File: src/rtl/led_gpio_ctrl.sv
// led_gpio_ctrl: register-programmable LED driver with direct, blink, chase
// and PWM-dim modes behind a single-cycle register bus.
module led_gpio_ctrl #(
  parameter int          N_LED        = 8,
  parameter int          TICK_DIV     = 50000,
  parameter logic [31:0] INIT_PATTERN = 32'h0000_0000
) (
  input  logic             CLK,
  input  logic             RESET,
  input  logic             wr_en,
  input  logic             rd_en,
  input  logic [1:0]       addr,
  input  logic [31:0]      wr_data,
  output logic [31:0]      rd_data,
  output logic             rd_valid,
  output logic             tick,
  output logic [N_LED-1:0] LED_O
);

  localparam int               PW        = (TICK_DIV > 1) ? $clog2(TICK_DIV) : 1;
  localparam logic [PW-1:0]    PRESC_MAX = PW'(TICK_DIV - 1);
  localparam logic [N_LED-1:0] INIT_LED  = INIT_PATTERN[N_LED-1:0];

  localparam logic [1:0] ADDR_CTRL   = 2'd0;
  localparam logic [1:0] ADDR_DATA   = 2'd1;
  localparam logic [1:0] ADDR_PERIOD = 2'd2;
  localparam logic [1:0] ADDR_DUTY   = 2'd3;

  typedef enum logic [1:0] {
    MODE_DIRECT = 2'd0,
    MODE_BLINK  = 2'd1,
    MODE_CHASE  = 2'd2,
    MODE_PWM    = 2'd3
  } mode_e;

  // Rotate left by one, MSB wraps into bit 0.
  function automatic logic [N_LED-1:0] rotl1(input logic [N_LED-1:0] v);
    return {v[N_LED-2:0], v[N_LED-1]};
  endfunction

  mode_e            mode_q, mode_d;
  logic [N_LED-1:0] data_q, data_d;
  logic [15:0]      period_q, period_d;
  logic [7:0]       duty_q, duty_d;
  logic [PW-1:0]    presc_q, presc_d;
  logic             tick_q, tick_d;
  logic [15:0]      per_cnt_q, per_cnt_d;
  logic             phase_q, phase_d;
  logic [N_LED-1:0] shift_q, shift_d;
  logic [7:0]       pwm_q, pwm_d;
  logic [N_LED-1:0] led_q, led_d;
  logic [31:0]      rd_data_q, rd_data_d;
  logic             rd_valid_q, rd_valid_d;

  logic             wr_ctrl_s;
  logic             wr_data_s;
  logic             mode_chg_s;
  logic [15:0]      per_lim_s;
  logic             event_s;
  logic             unused_wr_s;

  // High write-data bits carry no register content.
  assign unused_wr_s = ^wr_data[31:16];

  // Write decode, mode-entry detection and period event generation.
  always_comb begin
    wr_ctrl_s  = wr_en && (addr == ADDR_CTRL);
    wr_data_s  = wr_en && (addr == ADDR_DATA);
    mode_chg_s = wr_ctrl_s && (mode_e'(wr_data[1:0]) != mode_q);
    // A PERIOD of 0 behaves as 1, so the last count is PERIOD-1 clamped at 0.
    if (period_q == 16'd0) begin
      per_lim_s = 16'd0;
    end else begin
      per_lim_s = period_q - 16'd1;
    end
    // >= (not ==) so a PERIOD shrunk below the running count wraps next tick.
    event_s = tick_q && (per_cnt_q >= per_lim_s);
  end

  // Register file next state: a write lands at the strobe edge.
  always_comb begin
    mode_d   = mode_q;
    data_d   = data_q;
    period_d = period_q;
    duty_d   = duty_q;
    if (wr_en) begin
      case (addr)
        ADDR_CTRL:   mode_d   = mode_e'(wr_data[1:0]);
        ADDR_DATA:   data_d   = wr_data[N_LED-1:0];
        ADDR_PERIOD: period_d = wr_data[15:0];
        ADDR_DUTY:   duty_d   = wr_data[7:0];
        default:     mode_d   = mode_q;
      endcase
    end else begin
      mode_d = mode_q;
    end
  end

  // Timebase: prescaler with registered tick, then the period counter.
  always_comb begin
    presc_d   = presc_q;
    per_cnt_d = per_cnt_q;
    if (presc_q == PRESC_MAX) begin
      presc_d = '0;
    end else begin
      presc_d = presc_q + PW'(1);
    end
    // tick_q is high exactly while presc_q sits at its terminal count.
    tick_d = (presc_d == PRESC_MAX);
    if (mode_chg_s) begin
      per_cnt_d = 16'd0;
    end else if (event_s) begin
      per_cnt_d = 16'd0;
    end else if (tick_q) begin
      per_cnt_d = per_cnt_q + 16'd1;
    end else begin
      per_cnt_d = per_cnt_q;
    end
  end

  // Pattern state (phase, chase shifter, PWM counter) and next LED value.
  always_comb begin
    phase_d = phase_q;
    shift_d = shift_q;
    pwm_d   = pwm_q + 8'd1;
    led_d   = '0;
    if (mode_chg_s) begin
      phase_d = 1'b1;
    end else if (event_s && (mode_q == MODE_BLINK)) begin
      phase_d = ~phase_q;
    end else begin
      phase_d = phase_q;
    end
    // A DATA load beats a coincident rotate.
    if (mode_chg_s) begin
      shift_d = data_q;
    end else if (wr_data_s && (mode_q == MODE_CHASE)) begin
      shift_d = wr_data[N_LED-1:0];
    end else if (event_s && (mode_q == MODE_CHASE)) begin
      shift_d = rotl1(shift_q);
    end else begin
      shift_d = shift_q;
    end
    case (mode_q)
      MODE_DIRECT: led_d = data_q;
      MODE_BLINK:  led_d = phase_q ? data_q : '0;
      MODE_CHASE:  led_d = shift_q;
      MODE_PWM:    led_d = (pwm_q < duty_q) ? data_q : '0;
      default:     led_d = '0;
    endcase
  end

  // Read port: capture the pre-write register value on the strobe edge.
  always_comb begin
    rd_data_d  = rd_data_q;
    rd_valid_d = rd_en;
    if (rd_en) begin
      case (addr)
        ADDR_CTRL:   rd_data_d = 32'(mode_q);
        ADDR_DATA:   rd_data_d = 32'(data_q);
        ADDR_PERIOD: rd_data_d = {16'd0, period_q};
        ADDR_DUTY:   rd_data_d = {24'd0, duty_q};
        default:     rd_data_d = 32'd0;
      endcase
    end else begin
      rd_data_d = rd_data_q;
    end
  end

  // State register with synchronous active-low reset.
  always_ff @(posedge CLK) begin
    if (!RESET) begin
      mode_q     <= MODE_DIRECT;
      data_q     <= INIT_LED;
      period_q   <= 16'd0;
      duty_q     <= 8'd0;
      presc_q    <= '0;
      tick_q     <= 1'b0;
      per_cnt_q  <= 16'd0;
      phase_q    <= 1'b1;
      shift_q    <= INIT_LED;
      pwm_q      <= 8'd0;
      led_q      <= '0;
      rd_data_q  <= 32'd0;
      rd_valid_q <= 1'b0;
    end else begin
      mode_q     <= mode_d;
      data_q     <= data_d;
      period_q   <= period_d;
      duty_q     <= duty_d;
      presc_q    <= presc_d;
      tick_q     <= tick_d;
      per_cnt_q  <= per_cnt_d;
      phase_q    <= phase_d;
      shift_q    <= shift_d;
      pwm_q      <= pwm_d;
      led_q      <= led_d;
      rd_data_q  <= rd_data_d;
      rd_valid_q <= rd_valid_d;
    end
  end

  assign rd_data  = rd_data_q;
  assign rd_valid = rd_valid_q;
  assign tick     = tick_q;
  assign LED_O    = led_q;

endmodule

File: config.mk
export PLATFORM = sky130hd
export DESIGN_NAME = led_gpio_ctrl
export DESIGN_NICKNAME = d
export VERILOG_FILES = /design/src/rtl/led_gpio_ctrl.sv
export SDC_FILE = /design/constraint.sdc
export NUM_CORES = 1
export LEC_CHECK = 0
export BUFFER_PORTS_ARGS = -buffer_cell sky130_fd_sc_hd__buf_2
export CAP_MARGIN = 10
export CORE_MARGIN = 2
export CORE_UTILIZATION = 62
export CTS_CLUSTER_DIAMETER = 50
export CTS_CLUSTER_SIZE = 14
export DETAILED_ROUTE_END_ITERATION = 7
export PLACE_DENSITY = 0.92
export SETUP_SLACK_MARGIN = 0.3
export SYNTH_ARGS = -nofsm -noshare
export SYNTH_HDL_FRONTEND = slang
export SYNTH_SLANG_ARGS = --single-unit
File: constraint.sdc
create_clock -name CLK -period 9.7 [get_ports CLK]
set_clock_uncertainty 0.2 [all_clocks]
set_input_delay 0 -clock CLK [delete_from_list [all_inputs] [get_ports CLK]]
set_output_delay 0 -clock CLK [all_outputs]
set_load 0.1 [all_outputs]
# Yosys cells after proc, flatten, opt, wreduce, memory -nomap -nowiden
# Cells that the tools add are included.
word_totals:
  output_inout_bits: 42
  register_bits: 125
classes:
  eq_ne: 9
  reduce_logical: 17
  n_lt_le_gt_ge: 2
  add_sub_neg: 4
  n_bitwise: 2
  muxes: 9
ops:
  columns: ["operator", "n"]
  rows:
  - ["case mux 32 bit (4 select lines)", 1]
  - ["2-to-1 mux 8 bit", 5]
  - ["adder 16 x 1 -> 16 bit (second input constant)", 2]
  - ["equality test 16 bit (second input constant)", 2]
  - ["2-to-1 mux 16 bit", 2]
  - ["case mux 8 bit (4 select lines)", 1]
  - [">= comparator 16 bit", 1]
  - ["logical NOT 16 bit", 1]
  - ["subtractor 16 x 1 -> 16 bit (second input constant)", 1]
  - ["adder 8 x 1 -> 8 bit (second input constant)", 1]
  - ["equality test 2 bit (second input constant)", 4]
  - ["less-than comparator 8 bit", 1]
  - ["AND reduction 2 bit", 4]
  - ["logical AND 1 bit", 7]
  - ["equality test 2 x 1 -> 1 bit (second input constant)", 2]
  - ["logical NOT 2 bit", 2]
  - ["nonzero test 3 bit", 1]
  - ["OR reduction 3 bit", 1]
  - ["inequality test 2 bit", 1]
  - ["NOT 1 bit", 2]
  - ["OR reduction 2 bit", 1]

# Longest topological paths before layout
depth:
  depth_word: 8
  ltp_mapped: 15
  ltp_nobuf: 14

# Least setup slack after synthesis
# OpenSTA, ideal clock, no wires.
synth_timing:
  kind: "flip-flop to flip-flop"
  start: "register period_q[0]"
  end: "register per_cnt_q[10]"
  t_arrival_ns: 3.522
  path_stages_with_launch: 14
  setup_slack_ns: 5.851
  period_less_slack_ns: 3.849
  n_path_buf: 1
  t_required_ns: 9.372
  path_cell_list: "dfxtp_1 or4_1 or3_1 or3_1 nor3_1 a21oi_1 ha_1 nand4_1 nor4_1 a32oi_1 a21boi_1 nand3b_1 clkbuf_1 nor2_1"
synth_via:
  elab_chain_len: 5
  elab_cells_between_ends: 6
  classes_between: "add/sub (1); order compare (1); mux (1); reduce/logical (3)"
synth_lines:
  columns: ["item", "line", "source"]
  rows:
  - ["start, declared", "43", "logic [15:0] period_q, period_d;"]
  - ["start signal, assigned", "189", "period_q <= period_d;"]
  - ["subtractor 16 x 1 -> 16 bit / logical NOT 16 bit (equally long branches)", "74, 71", null]
  - ["2-to-1 mux 16 bit *", "71", "if (period_q == 16'd0) begin"]
  - [">= comparator 16 bit *", "77", "event_s = tick_q && (per_cnt_q >= per_lim_s);"]
  - ["logical AND 1 bit *", "77", null]
  - ["OR reduction 3 bit (no line) *", null, null]
  - ["end signal, assigned", "193", "per_cnt_q <= per_cnt_d;"]
  - ["end, declared", "47", "logic [15:0] per_cnt_q, per_cnt_d;"]
# Every way passes the cells marked *; elsewhere a longest branch is shown, timed or not.
# A chain may end at the register's enable or synchronous reset.

# Worst setup path in the final report
layout_timing:
  start: "register period_q[2]"
  end: "register per_cnt_q[6]"
# Same word-level chain as after synthesis.

==> impl_metrics.json <==
{
  "status": "completed",
  "ys_seq_area_frac": 0.381,
  "power_leakage_nw": 2.58,
  "yosys_warnings": 0,
  "hold_viol": 0,
  "setup_viol": 0,
  "grt_pass1_wl_mm": 23.1,
  "netlist_top_cells_area": "dfxtp_1, nand2_1, ha_1",
  "fill_cells": 656,
  "cts_sinks": 109,
  "wire_per_inst_um": 16.5,
  "ir_drop_v": 0.0000826,
  "antenna_found_initial": 0,
  "cts_buffer_depth": 2,
  "final_max_slew_viol_count": 0,
  "clock.fmax_mhz": 229,
  "crit_path_end_kind": "flip-flop",
  "ys_types": 54,
  "rsz0062_at_grt": "false",
  "cts_tree": "yes",
  "grt_pass1_vias": 5032,
  "critical_path_class": "reg2reg",
  "reg2reg_from": "period_q[2]",
  "multi_input_area_um2": 3290,
  "hold_ws_ns": 0.0459,
  "r2r_end": "per_cnt_q[6]",
  "ant_nets": 0,
  "cts.clk_slew.worst_paths_ns": 0.13,
  "worst_slack_ns": 5.34,
  "dr.pass1.iters": 5,
  "tns_ns": 0,
  "num_antenna_cells": 0,
  "wirelength_mm": 14.1,
  "dp_slack_ns": 5.43,
  "ff2ff_path_depth": 12,
  "nets": 804,
  "ys.flop_type": "dfxtp_1",
  "die_w_um": 100,
  "clock-root-buffer": "clkbuf_8",
  "syn_area_um2": 5730,
  "clkLatencyLatePin_ns": 0.40,
  "min_to": "rd_data[1]",
  "hp-class": "in2reg",
  "cellPowerDensity_nw_per_um2": 145,
  "min_from": "addr[0]",
  "cp.arrival_ns": 4.42,
  "period_minus_slack_ns": 4.36,
  "start_kind": "flip-flop",
  "crit_path_max_fanout": 16,
  "io_pins": 80,
  "synthTopCellsByCount": "dfxtp_1, nand2_1, nor2_1, a21oi_1, mux2i_1",
  "fin_crit_sh": 0.450,
  "cts_buffers": 9,
  "r2r_slack_ns": 5.34,
  "drive_above_1_share": 0.104,
  "die_height_um": 100,
  "syn-instance-count": 689,
  "synth.most_common_cell": "dfxtp_1",
  "drt-initial-drc-count": 313,
  "initial_utilization": 0.629,
  "dieArea_um2": 10000,
  "relSlewSlack": 0.509,
  "synth.avg_cell_area_um2": 8.31,
  "synth_edf_count": 0,
  "async_flop_share": 0,
  "maxCapViolations": 0,
  "synth_top_area_share": 0.381,
  "overflow": 0,
  "regArea_um2": 2180,
  "coreArea_um2": 9110,
  "cts-htree-levels": 3,
  "portBuffers": 47,
  "vias": 5204,
  "dp_hpwl_mm": 9.61,
  "min_path_cells": 4,
  "drcViolationCount": 0,
  "std_cell_rows": 35,
  "grt_usage": 0.284,
  "max_slew.worst_pin.slew_ns": 0.731,
  "gp_congestion": 0.861,
  "yosys.area.top_type": "dfxtp_1",
  "drt-vias-per-instance": 6.10,
  "crit_required_ns": 9.75,
  "area_delta_synth_final_pct": 10.7,
  "grt_max_degree": 70,
  "ys_seq_elements": 109
}
[placed cells by master, fill, tap and decap left out, types with 8 or more instances in the layout]
cell / netlist / final
nand3_1: 30 / 30
clkbuf_8: 0 / 9
mux2i_1: 32 / 32
nand2_1: 105 / 105
o211ai_1: 8 / 8
xnor2_1: 17 / 17
o21ai_0: 10 / 10
xor2_1: 26 / 26
conb_1: 1 / 16
a21oi_1: 56 / 56
dlygate4sd3_1: 0 / 21
buf_2: 2 / 47
nor3_1: 9 / 9
ha_1: 29 / 29
a311oi_1: 8 / 8
nand2b_1: 17 / 17
inv_1: 16 / 16
dfxtp_1: 109 / 109
nor2_1: 76 / 76
[where the power goes]
group,leakage (nW),switching (mW),internal (mW)
logic,1.60,0.119,0.0531
clock network,0.0974,0.174,0.103
registers,0.883,0.0114,0.457
total,2.58,0.305,0.613
[worst max path at each step]
stage,startpoint,endpoint,slack (ns),depth (start not counted)
floorplan,period_q[0],per_cnt_q[10],5.85,13
global placement,period_q[0],shift_q[0],5.55,12
detailed placement,period_q[0],per_cnt_q[2],5.43,12
CTS,period_q[0],per_cnt_q[2],5.41,12
global route,period_q[2],per_cnt_q[6],5.03,12
finish,period_q[2],per_cnt_q[6],5.34,12
[sequential cells by signal, indices dropped and copies added (netlist names), 2 cells and up]
register / flops
per_cnt_q: 16
pwm_q: 8
period_q: 16
shift_q: 8
rd_data: 16
mode_q: 2
data_q: 8
presc_q: 16
LED_O: 8
duty_q: 8
[worst max-delay path: stages (launching register included)]
cell and delay [ns]:
dfxtp_1 0.44, or4_1 0.60, or3_1 0.45, or3_1 0.39, nor3_1 0.14, a21oi_1 0.06
ha_1 0.33, nand4_1 0.12, nor4_1 0.34, a32oi_1 0.18, a21boi_1 0.31, nand3b_1 0.53
nor2_1 0.11
[stage by stage]
step,std cells,utilization,power [mW],instance area (um2)
finish,853,0.696,0.917,6340
CTS,853,0.696,0.915,6340
floorplan,704,-,0.611,5780
global route,853,0.696,0.951,6340
detailed placement,816,0.651,0.639,5930
global placement,816,0.651,0.630,5930
[kinds of logic after synthesis]
family / count (synthesis) / share of synthesized area
compound gates: 117 / 0.132
buf+inv: 66 / 0.0542
fa+ha+maj: 29 / 0.0634
mux: 40 / 0.0756
xor+xnor: 43 / 0.0658
simple gates: 284 / 0.227
flops: 109 / 0.381
other cells: 1 / 0.000655
[metal layers]
metal | global-route usage | part of all wire | vias to the layer above
met5 | 0 | 0 | -
met4 | 0.137 | 0.031 | 0
met3 | 0.0599 | 0.061 | 38
met2 | 0.484 | 0.51 | 228
met1 | 0.341 | 0.40 | 2483
li1 | - | - | 2455
[what timing repair did]
| action | in CTS | in global routing |
|---|---|---|
| buffers inserted | 0 | 0 |
| resized for setup | 0 | 0 |
| endpoints found under the setup margin | 0 | 0 |
| endpoints found under the hold margin | 61 | 0 |
| hold buffers | 21 | 0 |
[final cells by class]
type | instances | share of cell area
clock buffers | 9 | 0.0195
clock inverters | 7 | 0.0114
inverters | 17 | 0.0101
multi-input cells | 529 | 0.519
flip-flops and latches | 109 | 0.344
well taps | 111 | 0.0219
repair buffers | 71 | 0.0738
No activity file was read; power rests on OpenSTA's default activity.
